[src/rtl/fourstate_bus_pkg.sv]
// Shared types and bit classifiers for the 4-state bus receive path.
package fourstate_bus_pkg;

  typedef enum logic [1:0] {
    SYM_0 = 2'b00,
    SYM_1 = 2'b01,
    SYM_Z = 2'b10,
    SYM_X = 2'b11
  } sym_t;

  typedef enum logic {
    ST_IDLE = 1'b0,
    ST_SEND = 1'b1
  } state_t;

  localparam int BUS_W_DEF  = 20;
  localparam int LANE_W_DEF = 4;

  // Only an exact 0 or 1 counts as data; X is told apart from Z by case equality.
  function automatic sym_t enc_bit(logic b);
    sym_t s;
    if (b === 1'b0) begin
      s = SYM_0;
    end else if (b === 1'b1) begin
      s = SYM_1;
    end else if (b === 1'bx) begin
      s = SYM_X;
    end else begin
      s = SYM_Z;
    end
    return s;
  endfunction

  function automatic logic is_xz(logic b);
    return (b !== 1'b0) && (b !== 1'b1);
  endfunction

endpackage

[src/rtl/fourstate_bit_enc.sv]
// Combinational encoder: each 4-state bus bit becomes a 2-bit symbol, plus a count of X/Z bits.
module fourstate_bit_enc
  import fourstate_bus_pkg::*;
#(
  parameter int BUS_W = BUS_W_DEF,
  parameter int PC_W  = $clog2(BUS_W + 1)
) (
  input  logic [BUS_W-1:0]   bus,
  output logic [2*BUS_W-1:0] sym,
  output logic [PC_W-1:0]    xz_cnt
);

  // Symbol bit 1 is set exactly for Z and X, so it doubles as the X/Z tally input.
  always_comb begin
    sym    = '0;
    xz_cnt = '0;
    for (int i = 0; i < BUS_W; i++) begin
      sym[2*i +: 2] = enc_bit(bus[i]);
      xz_cnt        = xz_cnt + PC_W'(sym[2*i+1]);
    end
  end

endmodule

[src/rtl/fourstate_bus_decoder.sv]
// Samples a 4-state bus frame, streams its symbol encoding out as valid/ready beats,
// and keeps X/Z and frame statistics.
module fourstate_bus_decoder
  import fourstate_bus_pkg::*;
#(
  parameter int BUS_W  = BUS_W_DEF,
  parameter int LANE_W = LANE_W_DEF,
  parameter int CNT_W  = 16
) (
  input  logic                clk,
  input  logic                rst,
  input  logic [BUS_W-1:0]    in_bus,
  input  logic                in_valid,
  output logic                in_ready,
  output logic [2*LANE_W-1:0] out_data,
  output logic                out_valid,
  input  logic                out_ready,
  output logic                out_last,
  output logic [CNT_W-1:0]    xz_count,
  output logic [CNT_W-1:0]    frame_count,
  output logic                ctl_err
);

  localparam int                NBEATS    = BUS_W / LANE_W;
  localparam int                BEAT_W    = (NBEATS > 1) ? $clog2(NBEATS) : 1;
  localparam int                PC_W      = $clog2(BUS_W + 1);
  localparam logic [BEAT_W-1:0] LAST_BEAT = BEAT_W'(NBEATS - 1);
  localparam logic [CNT_W-1:0]  CNT_MAX   = {CNT_W{1'b1}};

  state_t             state_q, state_d;
  logic [BEAT_W-1:0]  beat_q, beat_d;
  logic [2*BUS_W-1:0] sym_q, sym_d;
  logic [2*BUS_W-1:0] enc_sym;
  logic [PC_W-1:0]    enc_xz;
  logic               in_ready_q, in_ready_d;
  logic [CNT_W-1:0]   xz_q, xz_d;
  logic [CNT_W-1:0]   frame_q, frame_d;
  logic               ctl_err_q, ctl_err_d;
  logic               accept;
  logic               xfer;
  logic [31:0]        xz_sum;

  fourstate_bit_enc #(
    .BUS_W (BUS_W),
    .PC_W  (PC_W)
  ) u_enc (
    .bus    (in_bus),
    .sym    (enc_sym),
    .xz_cnt (enc_xz)
  );

  // Handshakes only fire on an exact 1; an X/Z control bit is a no-handshake cycle that flags ctl_err.
  always_comb begin
    state_d   = state_q;
    beat_d    = beat_q;
    sym_d     = sym_q;
    xz_d      = xz_q;
    frame_d   = frame_q;
    accept    = in_ready_q && (in_valid === 1'b1);
    xfer      = (state_q == ST_SEND) && (out_ready === 1'b1);
    xz_sum    = 32'(xz_q) + 32'(enc_xz);
    if ((in_ready_q && is_xz(in_valid)) || ((state_q == ST_SEND) && is_xz(out_ready))) begin
      ctl_err_d = 1'b1;
    end else begin
      ctl_err_d = ctl_err_q;
    end
    case (state_q)
      ST_IDLE: begin
        if (accept) begin
          state_d = ST_SEND;
          beat_d  = '0;
          sym_d   = enc_sym;
          frame_d = frame_q + CNT_W'(1'b1);
          xz_d    = (xz_sum > 32'(CNT_MAX)) ? CNT_MAX : CNT_W'(xz_sum);
        end else begin
          state_d = ST_IDLE;
        end
      end
      ST_SEND: begin
        // The current beat always sits in the top lane of sym_q; a transfer shifts the next one up.
        if (xfer) begin
          sym_d = sym_q << (2 * LANE_W);
          if (beat_q == LAST_BEAT) begin
            state_d = ST_IDLE;
            beat_d  = '0;
          end else begin
            state_d = ST_SEND;
            beat_d  = beat_q + BEAT_W'(1'b1);
          end
        end else begin
          state_d = ST_SEND;
        end
      end
      default: begin
        state_d = ST_IDLE;
      end
    endcase
    in_ready_d = (state_d == ST_IDLE);
  end

  // State, capture and statistics registers; reset discards any frame in flight.
  always_ff @(posedge clk) begin
    if (rst) begin
      state_q    <= ST_IDLE;
      beat_q     <= '0;
      sym_q      <= '0;
      in_ready_q <= 1'b0;
      xz_q       <= '0;
      frame_q    <= '0;
      ctl_err_q  <= 1'b0;
    end else begin
      state_q    <= state_d;
      beat_q     <= beat_d;
      sym_q      <= sym_d;
      in_ready_q <= in_ready_d;
      xz_q       <= xz_d;
      frame_q    <= frame_d;
      ctl_err_q  <= ctl_err_d;
    end
  end

  assign in_ready    = in_ready_q;
  assign out_valid   = (state_q == ST_SEND);
  assign out_last    = (state_q == ST_SEND) && (beat_q == LAST_BEAT);
  assign out_data    = sym_q[2*BUS_W-1 -: 2*LANE_W];
  assign xz_count    = xz_q;
  assign frame_count = frame_q;
  assign ctl_err     = ctl_err_q;

endmodule
[config.mk]
export PLATFORM = sky130hd
export DESIGN_NAME = fourstate_bus_decoder
export DESIGN_NICKNAME = d
export VERILOG_FILES = /design/src/rtl/fourstate_bus_pkg.sv /design/src/rtl/fourstate_bit_enc.sv /design/src/rtl/fourstate_bus_decoder.sv
export SDC_FILE = /design/constraint.sdc
export NUM_CORES = 1
export LEC_CHECK = 0
export CAP_MARGIN = 20
export CORE_MARGIN = 3
export CORE_UTILIZATION = 48
export CTS_CLUSTER_DIAMETER = 120
export DETAILED_ROUTE_END_ITERATION = 10
export PLACE_DENSITY = 0.8
export SETUP_SLACK_MARGIN = 0.5
export SYNTH_ARGS = -nofsm -noshare
export SYNTH_HDL_FRONTEND = slang
export SYNTH_SLANG_ARGS = --single-unit
[constraint.sdc]
create_clock -name clk -period 1.7 [get_ports clk]
set_input_delay 0.34 -clock clk [delete_from_list [all_inputs] [get_ports clk]]
set_output_delay 0.34 -clock clk [all_outputs]
set_load 0.02 [all_outputs]
==> reports/metrics.cfg <==
[grt]
track_usage=0.253
antenna_found_initial=1
grt_pass1_wl_um=11500
grt_pass1_vias=2269
overflow=0
grt_max_degree=49

[layout]
fin_util=0.962
multi_input_area_um2=1570
layout_common_cells=buf_4 (53), buf_6 (38), dfxtp_1 (29), clkdlybuf4s50_1 (20), nor2b_1 (19)
diodes=0
regArea_um2=1210
final_common_cell=buf_4
area_growth_pct=84.7
nets=393
fillers=91
drive_gt1_frac=0.612

[power]
fin_total_pwr_uw=3740
p_leak_uw=0.00190
ir_drop_mv=0.814
cellPowerDensity_nw_per_um2=853

[die]
die_area_um2=5830
rows=24
initial_core_util=0.521
die_w_um=76.4
core_area_um2=4560
ioPinCount=68
die_y_um=76.4

[cts]
clk_pin_slew_ps=80
cts_tree=done
cts_max_level=3
cts_buffers=9
root_buffer=clkbuf_8
cts_sinks=57
clock_latency_ps=360
holdBufCountCts=0
cts_max_path_buffers=2

[job]
cap_violations=0

[detailed_routing]
via_per_inst=6.04
vias=2633
drtAntennaViolNets=0
avgRoutedWirePerCell_um=26.5
drt_iter0_drc=328
firstDrtPassIters=6
drt-total-wl_um=11600
drc_errors=0

[logic_synthesis]
ys_types=32
netlist_area_um2=2380
synth-seq-cells=57
yosys_warnings=0
async_flop_share=0
synth_cells=247
ys_seq_area_frac=0.480
synth_edf_count=0
postSynthAreaPerCell_um2=9.62
synth-main-ff-cell=dfxtp_1

[timing]
finalSetupViolCount=0
finalClockSkew_ps=7.60
period_share=0.948
max_freq_mhz=621
period_needed_ps=1610
rsz0062_at_grt=true
fin_ws_ps=89.1
slew_violations=0
setup_tns_ps=0
finalHoldViolations=0

[worst_setup_path]
critPathKind=flip-flop to flip-flop
worstSetupEndpointType=flip-flop
critPathLaunchType=flip-flop
cp.required_ps=1920
crit_arrival_ps=1830
cp_max_fo=6

[placed_design]
portBuffers=62
place.gp.congestion=0.832
place_hpwl_um=3570
place_ws_ps=-119

[worst_hold_path]
hold_path.class=input pin to flip-flop

[status]
outcome=completed

## stage by stage
stage               cells  area [µm²]  hold WS [ps]
floorplan             251        2450           448
CTS                   409        3840           346
finish                436        4390           376
global placement      373        3160           451
detailed placement    373        3160           455
global route          436        4390           374
## routing by layer
metal | up-vias | wire length, µm | GRT usage
met3 | 57 | 1130 | 0.0922
met1 | 1276 | 4090 | 0.284
met4 | 2 | 666 | 0.107
met5 | - | 13 | 0
met2 | 224 | 5650 | 0.430
li1 | 1074 | - | -
## registers in the layout, indices dropped and copies added (netlist names)
register	count
xz_count	16
in_ready	1
out_valid	1
frame_count	16
beat_q	3
sym_q	20
## logic make-up (layout without fill, tap and decap cells)
group	after synthesis	after routing	share of synthesized area
AO/OA/AOI/OAI	30	30	0.0826
XOR/XNOR	11	11	0.0405
adder cells (fa/ha/maj)	3	3	0.0158
buffers and inverters	26	146	0.0584
flip-flops	57	57	0.480
multiplexers	19	19	0.0816
other	1	5	0.00158
AND/OR/NAND/NOR	100	100	0.239
## cell usage after synthesis (3+ instances only)
library cell / n / area, µm²
dfxtp_1: 57 / 1140
nor2_1: 34 / 128
nor2b_1: 21 / 131
a211oi_1: 17 / 128
mux2i_1: 16 / 160
nand2_1: 12 / 45.0
nand3_1: 12 / 60.1
a21oi_1: 11 / 55.1
buf_4: 9 / 67.6
xnor2_1: 7 / 61.3
buf_2: 6 / 30.0
clkbuf_1: 5 / 18.8
inv_1: 4 / 15.0
nor3_1: 4 / 20.0
xor2_1: 4 / 35.0
and3_1: 3 / 18.8
ha_1: 3 / 37.5
mux2_1: 3 / 33.8
nand4_1: 3 / 18.8
nor4_2: 3 / 37.5
## final timing paths
check,from,to,slack [ps],cells past startpoint
max,out_valid,sym_q[24],90,7
min,rst,frame_count[10],380,2
max reg2reg,out_valid,sym_q[24],90,7
min reg2reg,xz_count[13],xz_count[13],470,1
## what timing repair did
item,in CTS,in global routing
setup buffers,17,27
endpoints found under the setup margin,80,77
cloned,3,0
resized for setup,277,93
pin swaps,36,29
## critical path, cell delays in order (launching register included)
cell and delay (ps):
dfxtp_4 380, buf_12 140, nand3b_4 190, nand2_8 110, buf_12 120, buf_12 120, nor2_4 50, a211oi_2 360
## final cells by class
class / instances / area share
sequential: 57 / 0.276
clock buffer: 11 / 0.0345
clock inverter: 5 / 0.0174
timing repair buffer: 126 / 0.292
multi-input combinational: 168 / 0.359
inverter: 4 / 0.00342
tap: 65 / 0.0185
## report_power, final
group / leakage, µW / internal (µW) / switching (µW) / total, µW
Combinational: 0.00130 / 375 / 387 / 762
Clock: 0.000120 / 901 / 637 / 1540
Sequential: 0.000480 / 1380 / 66.2 / 1440
No activity file was read; power rests on OpenSTA's default activity.
==> RTL change (same flow settings) <==
Put one more register stage on the output `frame_count`, without a reset. The value now appears one clock later. The other outputs are not delayed to match.
--- a/src/rtl/fourstate_bus_decoder.sv
+++ b/src/rtl/fourstate_bus_decoder.sv
@@ -124,7 +124,9 @@
   assign out_last    = (state_q == ST_SEND) && (beat_q == LAST_BEAT);
   assign out_data    = sym_q[2*BUS_W-1 -: 2*LANE_W];
   assign xz_count    = xz_q;
-  assign frame_count = frame_q;
+  always_ff @(posedge clk) begin
+    frame_count <= frame_q;
+  end
   assign ctl_err     = ctl_err_q;
 
 endmodule
Function: changed (Yosys sat finds a counterexample within 4 cycles, from zero or initial values and one cycle with rst high).
==> RTL change against the unedited design <==
Worst setup slack worse by 0.066 ns; sequential power is 26% higher; power is 6.1% higher; critical endpoint is now frame_q[14]; utilization is 12 points lower; largest cell class is now sequential cells; design area is 0.40% higher; area after synthesis is 12% higher; routed wire length is 29% lower; via count is 9.3% lower; highest routed layer is now met4; critical path depth is 3 lower; sequential cell count is 16 higher; count of clock-buffer cells in the layout is 1 higher.
==> RTL change: results (changes against the unedited design) <==
wl_met3_um: 474  # was 1130 um
vdd_drop_max_mv: 0.719  # was 0.814 mV
wl_per_cell_um: 18.4  # was 26.5 um
synthXorXnorAreaFrac_pct: 3.28  # was 4.05%
place.gp.congestion: 0.742  # was 0.832
synth_compound_area_share_pct: 8.58  # was 8.26%
nFillCells: 255  # was 91
ys_top_cells_by_area: "dfxtp_1 55%, mux2i_1 6.0%, a211oi_1 4.8%"  # was dfxtp_1 48%, mux2i_1 6.7%, nor2b_1 5.5%
ys_seq_area_share_pct: 54.8  # was 48.0%
synth.area.mux_share_pct: 6.42  # was 8.16%
postCtsSetupRepairBufs: 14  # was 17
status: "completed"  # unchanged
post-place-cells: 395  # was 373
grt_usage_pct: 23.7  # was 25.3%
routed.top_layer: "met4"  # was met5
p_comb_w: 0.000639  # was 0.000762 W
use_met2_pct: 37.9  # was 43.0%
antenna_found_initial: 0  # was 1
syn_inst: 265  # was 247
wl_met2_um: 4140  # was 5650 um
firstDrtPassIters: 4  # was 6
vias: 2388  # was 2633
synthAdderAreaFrac_pct: 1.41  # was 1.58%
cp_top_family: "simple AND/OR/NAND/NOR gates"  # was flip-flops
use_met3_pct: 8.86  # was 9.22%
p_int_w: 0.00298  # was 0.00265 W
met1_usage_pct: 27.8  # was 28.4%
grt_max_degree: 33  # was 49
skew_ns: 0.0108  # was 0.00760 ns
cts_resized: 222  # was 277
leakage_nw: 1.82  # was 1.90 nW
grt_pass1_wl_um: 11500  # about the same
placed_area_um2: 3440  # was 3160 um^2
met1_length_um: 3280  # was 4090 um
RTL change: cell count changes in the layout (fill, tap and decap cells not counted), sizes merged, moves of 2 or more:
cell    before  now
dfxtp       57   73
clkinv       2    0
a21oi       11   14
o21ai        1    3
buf        104   92
nor2        35   32
mux2         3    1
nand2       12   14
or3          0    2
or4          0    2
nor2b       21   18
RTL change: area by class of cell:
cell class	instances	area (um^2)	share of cell area, %
Timing Repair Buffer	114	1130	25.6
Clock buffer	12	145	3.29
Clock inverter	4	76.3	1.73
Sequential cell	73	1510	34.3
Multi-Input combinational cell	169	1440	32.8
Inverter	4	15.0	0.341
Tap cell	70	87.6	1.99
RTL change: worst paths after layout:
| check | startpoint | to | slack, ns | cells past startpoint |
|---|---|---|---|---|
| max | frame_q[9] | frame_q[14] | 0.02 | 4 |
| min reg2reg | frame_q[13] | frame_count[13] | 0.39 | 0 |
| max reg2reg | frame_q[9] | frame_q[14] | 0.02 | 4 |
| min | rst | xz_count[7] | 0.35 | 2 |
